==> src/rtl/gate_accum.sv <==
// gate_accum: collects VEC_LEN signed fixed-point terms and presents their sum
// as one result. The Q format (FRACT_WIDTH fractional bits) passes through
// unchanged.
//
// Two states:
//   StAcc - accepting terms.
//   StOut - holding a completed result until the consumer takes it.
//
// Ports:
//   clk        clock, rising edge
//   rst        asynchronous active-high reset
//   clear      synchronous flush of the partial sum (no effect in StOut)
//   in_valid   in_data is valid
//   in_ready   block accepts in_data this cycle
//   in_data    signed term, DATA_WIDTH bits
//   out_valid  out_data holds a completed sum
//   out_ready  consumer takes out_data (ignored in StAcc)
//   out_data   signed sum of VEC_LEN terms, DATA_WIDTH bits
//   out_sat    out_data was clamped; qualified by out_valid
//
// Configuration macro:
//   GATE_ACCUM_SATURATE_EN  defined: clamp out-of-range sums and flag out_sat.
//                           undefined: out_data wraps (two's complement) and
//                           out_sat is constant 0.

module gate_accum #(
    parameter int unsigned DATA_WIDTH  = 16,
    parameter int unsigned FRACT_WIDTH = 8,
    parameter int unsigned VEC_LEN     = 4
) (
    input  logic                  clk,
    input  logic                  rst,
    input  logic                  clear,
    input  logic                  in_valid,
    output logic                  in_ready,
    input  logic [DATA_WIDTH-1:0] in_data,
    output logic                  out_valid,
    input  logic                  out_ready,
    output logic [DATA_WIDTH-1:0] out_data,
    output logic                  out_sat
);

    localparam int unsigned CntWidth = $clog2(VEC_LEN);
    localparam int unsigned AccWidth = DATA_WIDTH + CntWidth;

    // Elaboration-time guard on the legal parameter range.
    if (VEC_LEN < 2 || VEC_LEN > 256 || FRACT_WIDTH >= DATA_WIDTH) begin : g_param_check
        $error("gate_accum: illegal VEC_LEN or FRACT_WIDTH");
    end

    typedef enum logic [0:0] {StAcc, StOut} state_e;

    state_e                state_q, state_d;
    logic [AccWidth-1:0]   acc_q, acc_d;
    logic [CntWidth-1:0]   cnt_q, cnt_d;
    logic [DATA_WIDTH-1:0] data_q, data_d;
    logic                  sat_q, sat_d;

    logic [AccWidth-1:0]   sum;
    logic [DATA_WIDTH-1:0] res_data;
    logic                  res_sat;

    // Sign-extend the term; AccWidth is wide enough that VEC_LEN terms never overflow.
    assign sum = acc_q + {{CntWidth{in_data[DATA_WIDTH-1]}}, in_data};

`ifdef GATE_ACCUM_SATURATE_EN
    // The sum fits DATA_WIDTH iff every bit above the result's sign bit matches it.
    always_comb begin
        res_data = sum[DATA_WIDTH-1:0];
        res_sat  = 1'b0;
        if (sum[AccWidth-1:DATA_WIDTH-1] != {(CntWidth+1){sum[AccWidth-1]}}) begin
            res_sat  = 1'b1;
            res_data = sum[AccWidth-1] ? {1'b1, {(DATA_WIDTH-1){1'b0}}}
                                       : {1'b0, {(DATA_WIDTH-1){1'b1}}};
        end
    end
`else
    assign res_data = sum[DATA_WIDTH-1:0];
    assign res_sat  = 1'b0;
`endif

    always_comb begin
        state_d  = state_q;
        acc_d    = acc_q;
        cnt_d    = cnt_q;
        data_d   = data_q;
        sat_d    = sat_q;
        in_ready = 1'b0;
        unique case (state_q)
            StAcc: begin
                in_ready = ~clear;
                if (clear) begin
                    acc_d = '0;
                    cnt_d = '0;
                end else if (in_valid) begin
                    if (cnt_q == CntWidth'(VEC_LEN - 1)) begin
                        data_d  = res_data;
                        sat_d   = res_sat;
                        // Zero now so the return to StAcc needs only a state change.
                        acc_d   = '0;
                        cnt_d   = '0;
                        state_d = StOut;
                    end else begin
                        acc_d = sum;
                        cnt_d = cnt_q + 1'b1;
                    end
                end
            end
            StOut: begin
                if (out_ready) begin
                    state_d = StAcc;
                end
            end
            default: state_d = StAcc;
        endcase
    end

    always_ff @(posedge clk or posedge rst) begin
        if (rst) begin
            state_q <= StAcc;
            acc_q   <= '0;
            cnt_q   <= '0;
            data_q  <= '0;
            sat_q   <= 1'b0;
        end else begin
            state_q <= state_d;
            acc_q   <= acc_d;
            cnt_q   <= cnt_d;
            data_q  <= data_d;
            sat_q   <= sat_d;
        end
    end

    assign out_valid = (state_q == StOut);
    assign out_data  = data_q;
    assign out_sat   = sat_q;

endmodule

==> config.mk <==
export PLATFORM = sky130hd
export DESIGN_NAME = gate_accum
export DESIGN_NICKNAME = d
export VERILOG_FILES = /design/src/rtl/gate_accum.sv
export SDC_FILE = /design/constraint.sdc
export NUM_CORES = 1
export LEC_CHECK = 0
export CAP_MARGIN = 20
export CORE_ASPECT_RATIO = 0.6
export CORE_UTILIZATION = 40
export DETAILED_ROUTE_END_ITERATION = 10
export GPL_TIMING_DRIVEN = 0
export RECOVER_POWER = 50
export SYNTH_ARGS = -nofsm -noshare
export SYNTH_HDL_FRONTEND = slang
export SYNTH_SLANG_ARGS = --single-unit
export TNS_END_PERCENT = 1
==> constraint.sdc <==
create_clock -name clk -period 6.6 [get_ports clk]
set_clock_uncertainty 0.2 [all_clocks]
set_input_delay 1.98 -clock clk [delete_from_list [all_inputs] [get_ports clk]]
set_output_delay 1.98 -clock clk [all_outputs]
set_load 0.02 [all_outputs]
==> results by group, run 1 <==
Yosys
  – Seq/Total Area, Yosys: 0.424
  – Share of the synthesized area in the top cell type: 0.424
  – Post-Syn Area per Cell: 10.9 um2
  – Largest area contributor in the netlist: dfrtp_1
  – Syn_nets: 228
  – Synth async-reset ratio: 1.00
  – Synth Warn #: 0
  – Post-Synthesis Cell Area: 2070 um2
  – Synthesized flop and latch total: 35
  – Cells after synthesis: 190
  – Synth top area cells: dfrtp_1, ha_1, mux2_2, a22o_1, a21o_1
  – Number of synthesized flops with an enable pin: 0
  – Most used flip-flop cell after synthesis: dfrtp_1
  – Synth cell types: 44

Final layout
  – Final cell count without fillers: 299
  – Multi-input gate area: 1160 um2
  – Layout net count: 274
  – Sequential Area: 876 um2
  – ANT cells: 0
  – Post-route cell area: 2620 um2
  – Commonest non-fill, non-tap cell in the layout: dfrtp_1
  – Util after Layout: 0.550
  – Filler instances: 429
  – Layout cell share with drive strength beyond 1: 0.123
  – Area added between synthesis and finish: 26.6%
  – Most frequent cells in the layout: dfrtp_1, clkdlybuf4s50_1, nand2_1, ha_1, mux2_2

STA
  – Max transition margin: 0.215
  – Max-slew violations: 0
  – Unrepaired setup endpoints after global routing: no
  – Hold WS: 0.287 ns
  – Peak Freq: 179 MHz
  – Setup violators final: 0
  – Worst Setup Slack, final: 1.01 ns
  – Final hold vios: 0
  – Part of the cycle the worst path needs: 0.848
  – Fin crit period: 5.59 ns
  – Setup_tns: 0 ns
  – Worst-margin pin slew: 1.18 ns

Worst setup path
  – Worst R2R End: acc_q[14]
  – Critical Path AT: 3.41 ns
  – WS Path Type: input pin to output port
  – Critical path fanouts, max: 4
  – Crit path from: clear
  – Req. time, crit path: 4.42 ns
  – CP endpoint kind: output port
  – Worst r2r path cells: 8
  – Reg2Reg Setup Slack: 3.82 ns
  – Startpoint types: input pin
  – Reg-to-Reg Start: acc_q[0]
  – Worst Setup EP: in_ready

CTS
  – TritonCTS clock tree: built
  – Clock transition at the registers of the reported paths: 0.07 ns
  – Setup Fix Bufs, Post-CTS: 0
  – CTS Hold Bufs: 0
  – Clock Sinks: 35
  – Max Root-Sink Buffers: 2
  – PostCTS Resize Cnt: 0
  – Num CTS Buffers: 5
  – Clock root buffer master: clkbuf_8
  – Clk_lat worst skew: 0.28 ns
  – H-tree levels: 2

GRT
  – Global-route wire length before repair: 7780 um
  – Gr busiest metal: met2
  – Grt met2 use: 0.285
  – Initial antenna violation count: 0
  – GR Util met1: 0.276
  – Overall Global Routing Usage: 0.191
  – Vias in the first global route: 1626
  – Grt met3 use: 0.0459
  – Gr ovfl total: 0
  – Largest net degree at the start of global routing: 23

Route
  – Routed vias/inst: 5.43
  – Routed WL: 4610 um
  – Detailed Routing Iterations Pass 1: 4
  – Post-route DRC: 0
  – DRT antenna net count: 0
  – Via count: 1625
  – Drt first-iter violations: 54
  – Wire length per cell: 15.4 um

Floorplanning
  – Boundary Pins: 40
  – Die width: 94.8 um
  – Die Ht: 57.7 um
  – Std cell rows: 19
  – Die area: 5470 um2
  – Initial core utilization: 0.435
  – Core area: 4750 um2

Pwr
  – Total power density per cell area: 274 nW/um2
  – Maximum VDD drop: 0.000119 V
  – Total power: 717 uW
  – Leakage power: 1.26 nW

Place
  – Number of instances in the placed design: 292
  – Pre-CTS setup slack: 1.14 ns
  – GPL Wtd Cong: 0.881
  – Area after DPL: 2550 um2
  – Detailed Place HPWL: 3580 um
  – IO buf count: 38

Worst hold path
  – Hold crit path type: flip-flop to flip-flop

Run status
  – Status: completed

Job
  – Max-cap violations: 0
## cell families after synthesis
family,share of synthesized area
mux,0.0763
other cells,0.00181
fa+ha+maj,0.107
xor+xnor,0.0575
flops,0.424
compound gates,0.223
simple gates,0.0944
buf+inv,0.0169
## report_power, final
part	internal [mW]	switching, mW	total [mW]
Combinational	0.137	0.148	0.285
Sequential	0.253	0.0209	0.274
Clock	0.0819	0.0753	0.157
Total	0.472	0.245	0.717
## final cells by class
class                   instances  area share
flip-flops and latches         35       0.335
multi-input cells             147       0.442
inverters                       2     0.00287
well taps                      63      0.0301
plain buffers                   6      0.0100
clock inverters                 1     0.00191
repair buffers                 39       0.147
clock buffers                   6      0.0316
## worst max-delay path, cell delays in order
cell             delay, ns
dlygate4sd3_1         0.56
nor2_1                0.22
clkdlybuf4s50_1       0.65
## worst min path at each step
stage                      start            to  cells past startpoint
floorplan              acc_q[12]     acc_q[12]                      2
global placement     out_data[7]   out_data[7]                      2
finish               out_data[7]   out_data[7]                      2
global route         out_data[6]   out_data[6]                      1
detailed placement  out_data[12]  out_data[12]                      2
CTS                  out_data[7]   out_data[7]                      2
## synthesized netlist by cell type (all sizes together), types with 2 or more instances
| master | count |
|---|---|
| nand3 | 4 |
| o21bai | 3 |
| a21o | 8 |
| mux2 | 14 |
| dfrtp | 35 |
| a21oi | 11 |
| a31oi | 2 |
| inv | 2 |
| and3 | 4 |
| a211oi | 2 |
| o21ai | 12 |
| nor2 | 7 |
| clkbuf | 4 |
| nand2 | 16 |
| a22o | 13 |
| o211ai | 3 |
| buf | 2 |
| nand2b | 3 |
| ha | 16 |
| xor2 | 6 |
| xnor2 | 5 |
## flip-flops by register name, summed over array words and instances (netlist names)
| register | flops |
|---|---|
| acc_q | 16 |
| out_data | 16 |
| cnt_q | 2 |
| out_valid | 1 |
## metal layers
| layer | vias to the layer above | wire length, um |
|---|---|---|
| met5 | - | 0 |
| met4 | 0 | 49 |
| met3 | 7 | 230 |
| met2 | 40 | 1960 |
| met1 | 776 | 2370 |
| li1 | 802 | - |
Note: power is estimated with default switching activity, not from simulation.
==> run 2: changes to the inputs <==
==> constraint.sdc (replaced) <==
create_clock -name clk -period 5.4 [get_ports clk]
set_clock_uncertainty 0.2 [all_clocks]
set_input_delay 1.62 -clock clk [delete_from_list [all_inputs] [get_ports clk]]
set_output_delay 1.62 -clock clk [all_outputs]
set_load 0.02 [all_outputs]
==> results of run 2 <==
Same layout as run 1 (identical final DEF). Status: completed.
Among the figures that moved: setup slack after placement 1.14 ns -> 0.658 ns; setup slack after layout 1.01 ns -> 0.525 ns; register-to-register setup slack 3.82 ns -> 2.62 ns; total power 0.717 mW -> 0.876 mW; worst IR drop on VDD 0.000119 V -> 0.000145 V
==> run 3: changes to the inputs <==
--- a/config.mk
+++ b/config.mk
@@ -8,9 +8,12 @@
 export CAP_MARGIN = 20
 export CORE_ASPECT_RATIO = 0.6
 export CORE_UTILIZATION = 40
+export CTS_CLUSTER_SIZE = 20
 export DETAILED_ROUTE_END_ITERATION = 10
 export GPL_TIMING_DRIVEN = 0
+export PLACE_DENSITY = 0.62
 export RECOVER_POWER = 50
+export SKIP_CTS_REPAIR_TIMING = 1
 export SYNTH_ARGS = -nofsm -noshare
 export SYNTH_HDL_FRONTEND = slang
 export SYNTH_SLANG_ARGS = --single-unit
==> run 3 against run 2 <==
Compared with the run above:
- critical path depth unchanged
- highest routed layer unchanged
- wire length increased by 3.3%
- total power increased by 6.5%
- global-route usage about the same
- register-to-register slack got worse by 0.04 ns
- flip-flop and latch count unchanged
- count of clock-buffer cells in the layout unchanged
- cell count increased by 0.33%
- first-iteration DRC count increased by 7.4%
- non-clock buffer count unchanged
- largest cell class unchanged
==> results by group, run 3 (synthesized netlist as in run 1, its figures left out) <==
Final layout
  – Area added between synthesis and finish: 28.0%
  – Filler instances: 418
  – Most frequent cells in the layout: dfrtp_1, clkdlybuf4s50_1, nand2_1, ha_1, mux2_2
  – Layout net count: 274
  – Post-route cell area: 2650 um2
  – ANT cells: 0
  – Commonest non-fill, non-tap cell in the layout: dfrtp_1
  – Layout cell share with drive strength beyond 1: 0.127

STA
  – Peak Freq: 204 MHz
  – Unrepaired setup endpoints after global routing: no
  – Worst Setup Slack, final: 0.498 ns
  – Max transition margin: 0.179
  – Setup violators final: 0
  – Fin crit period: 4.90 ns
  – Part of the cycle the worst path needs: 0.908
  – Final hold vios: 0
  – Worst-margin pin slew: 1.23 ns
  – Setup_tns: 0 ns
  – Max-slew violations: 0

Route
  – Drt first-iter violations: 58
  – Via count: 1646
  – Detailed Routing Iterations Pass 1: 4
  – Wire length per cell: 15.9 um
  – Routed vias/inst: 5.49
  – Post-route DRC: 0
  – DRT antenna net count: 0
  – Routed WL: 4770 um

Pwr
  – Maximum VDD drop: 0.000157 V
  – Total power: 933 uW
  – Sw Ratio: 0.328
  – Total power density per cell area: 352 nW/um2
  – Sequential group share of total power: 0.361
  – Clock power frac: 0.264
  – Sw power: 306 uW
  – Logic gate share of total power: 0.375
  – Internal: 627 uW
  – Leakage power: 1.28 nW

Place
  – GPL Wtd Cong: 0.877
  – Area after DPL: 2550 um2
  – Detailed Place HPWL: 3670 um
  – IO buf count: 38
  – Pre-CTS setup slack: 0.622 ns

Floorplanning
  – Die width: 94.8 um
  – Std cell rows: 19
  – Boundary Pins: 40
  – Core area: 4750 um2
  – Initial core utilization: 0.435
  – Die area: 5470 um2
  – Die Ht: 57.7 um

Worst setup path
  – Startpoint types: input pin
  – Worst R2R End: out_data[14]
  – Req. time, crit path: 3.58 ns
  – Reg-to-Reg Start: acc_q[0]
  – Critical Path AT: 3.08 ns
  – CP endpoint kind: output port
  – WS Path Type: input pin to output port
  – Worst r2r path cells: 8
  – Reg2Reg Setup Slack: 2.58 ns
  – Critical path fanouts, max: 4

GRT
  – GR Util met1: 0.268
  – Largest net degree at the start of global routing: 24
  – Vias in the first global route: 1606
  – Gr busiest metal: met2
  – Grt met2 use: 0.295
  – Global-route wire length before repair: 7730 um
  – Grt met3 use: 0.0459
  – Gr ovfl total: 0
  – Overall Global Routing Usage: 0.191
  – Initial antenna violation count: 0

CTS
  – Max Root-Sink Buffers: 2
  – Clk_lat worst skew: 0.29 ns
  – H-tree levels: 2
  – Clock transition at the registers of the reported paths: 0.07 ns
  – Num CTS Buffers: 5
  – Clock Sinks: 35
  – Clock root buffer master: clkbuf_8
  – TritonCTS clock tree: built

Worst hold path
  – Hold path cells: 2
  – Hold crit path type: flip-flop to flip-flop
  – Hold EP: out_data[7]
  – Worst hold start: out_data[7]

Job
  – Max-cap violations: 0

Run status
  – Status: completed
run 3: cell types whose count changed in the layout (fill, tap and decap cells not counted), sizes merged:
cell    delta
bufinv     +1
run 3: worst max path at each step:
| stage | startpoint | end |
|---|---|---|
| 5_1_grt | clear | in_ready |
| 6_report | clear | in_ready |
| 4_1_cts | clear | in_ready |
| 3_3_place_gp | clear | in_ready |
| 3_5_place_dp | clear | in_ready |
| 2_1_floorplan | clear | in_ready |
run 3: metrics by stage:
step | cells | utilization | hold slack, ns
6_report | 300 | 0.557 | 0.290
2_1_floorplan | 190 | - | 0.254
4_1_cts | 300 | 0.562 | 0.301
5_1_grt | 300 | 0.557 | 0.310
3_5_place_dp | 292 | 0.537 | 0.284
3_3_place_gp | 291 | 0.531 | 0.272
run 3: routing by layer:
| layer | part of all wire | up-vias | wire length [um] |
|---|---|---|---|
| li1 | - | 809 | - |
| met1 | 0.50 | 790 | 2380 |
| met2 | 0.45 | 42 | 2140 |
| met3 | 0.043 | 5 | 205 |
| met4 | 0.0084 | 0 | 40 |
| met5 | 0 | - | 0 |
run 3: area by class of cell:
type / instances / area (um2) / area share
plain buffers: 6 / 26.3 / 0.00993
clock buffers: 6 / 82.6 / 0.0312
clock inverters: 2 / 35.0 / 0.0132
inverters: 2 / 7.51 / 0.00284
multi-input cells: 147 / 1160 / 0.437
flip-flops and latches: 35 / 876 / 0.331
well taps: 63 / 78.8 / 0.0298
repair buffers: 39 / 384 / 0.145
run 3: power groups by stage:
| stage | clock network (mW) | logic, mW | registers, mW |
|---|---|---|---|
| global route | 0.262 | 0.381 | 0.343 |
| detailed placement | 0 | 0.354 | 0.342 |
| global placement | 0 | 0.344 | 0.338 |
| finish | 0.246 | 0.350 | 0.336 |
| CTS | 0.253 | 0.358 | 0.338 |
| floorplan | 0 | 0.198 | 0.373 |
run 3: worst max-delay path: stages:
cell and delay, ns:
dlygate4sd3_1 0.56, nor2_1 0.24, clkdlybuf4s50_1 0.66
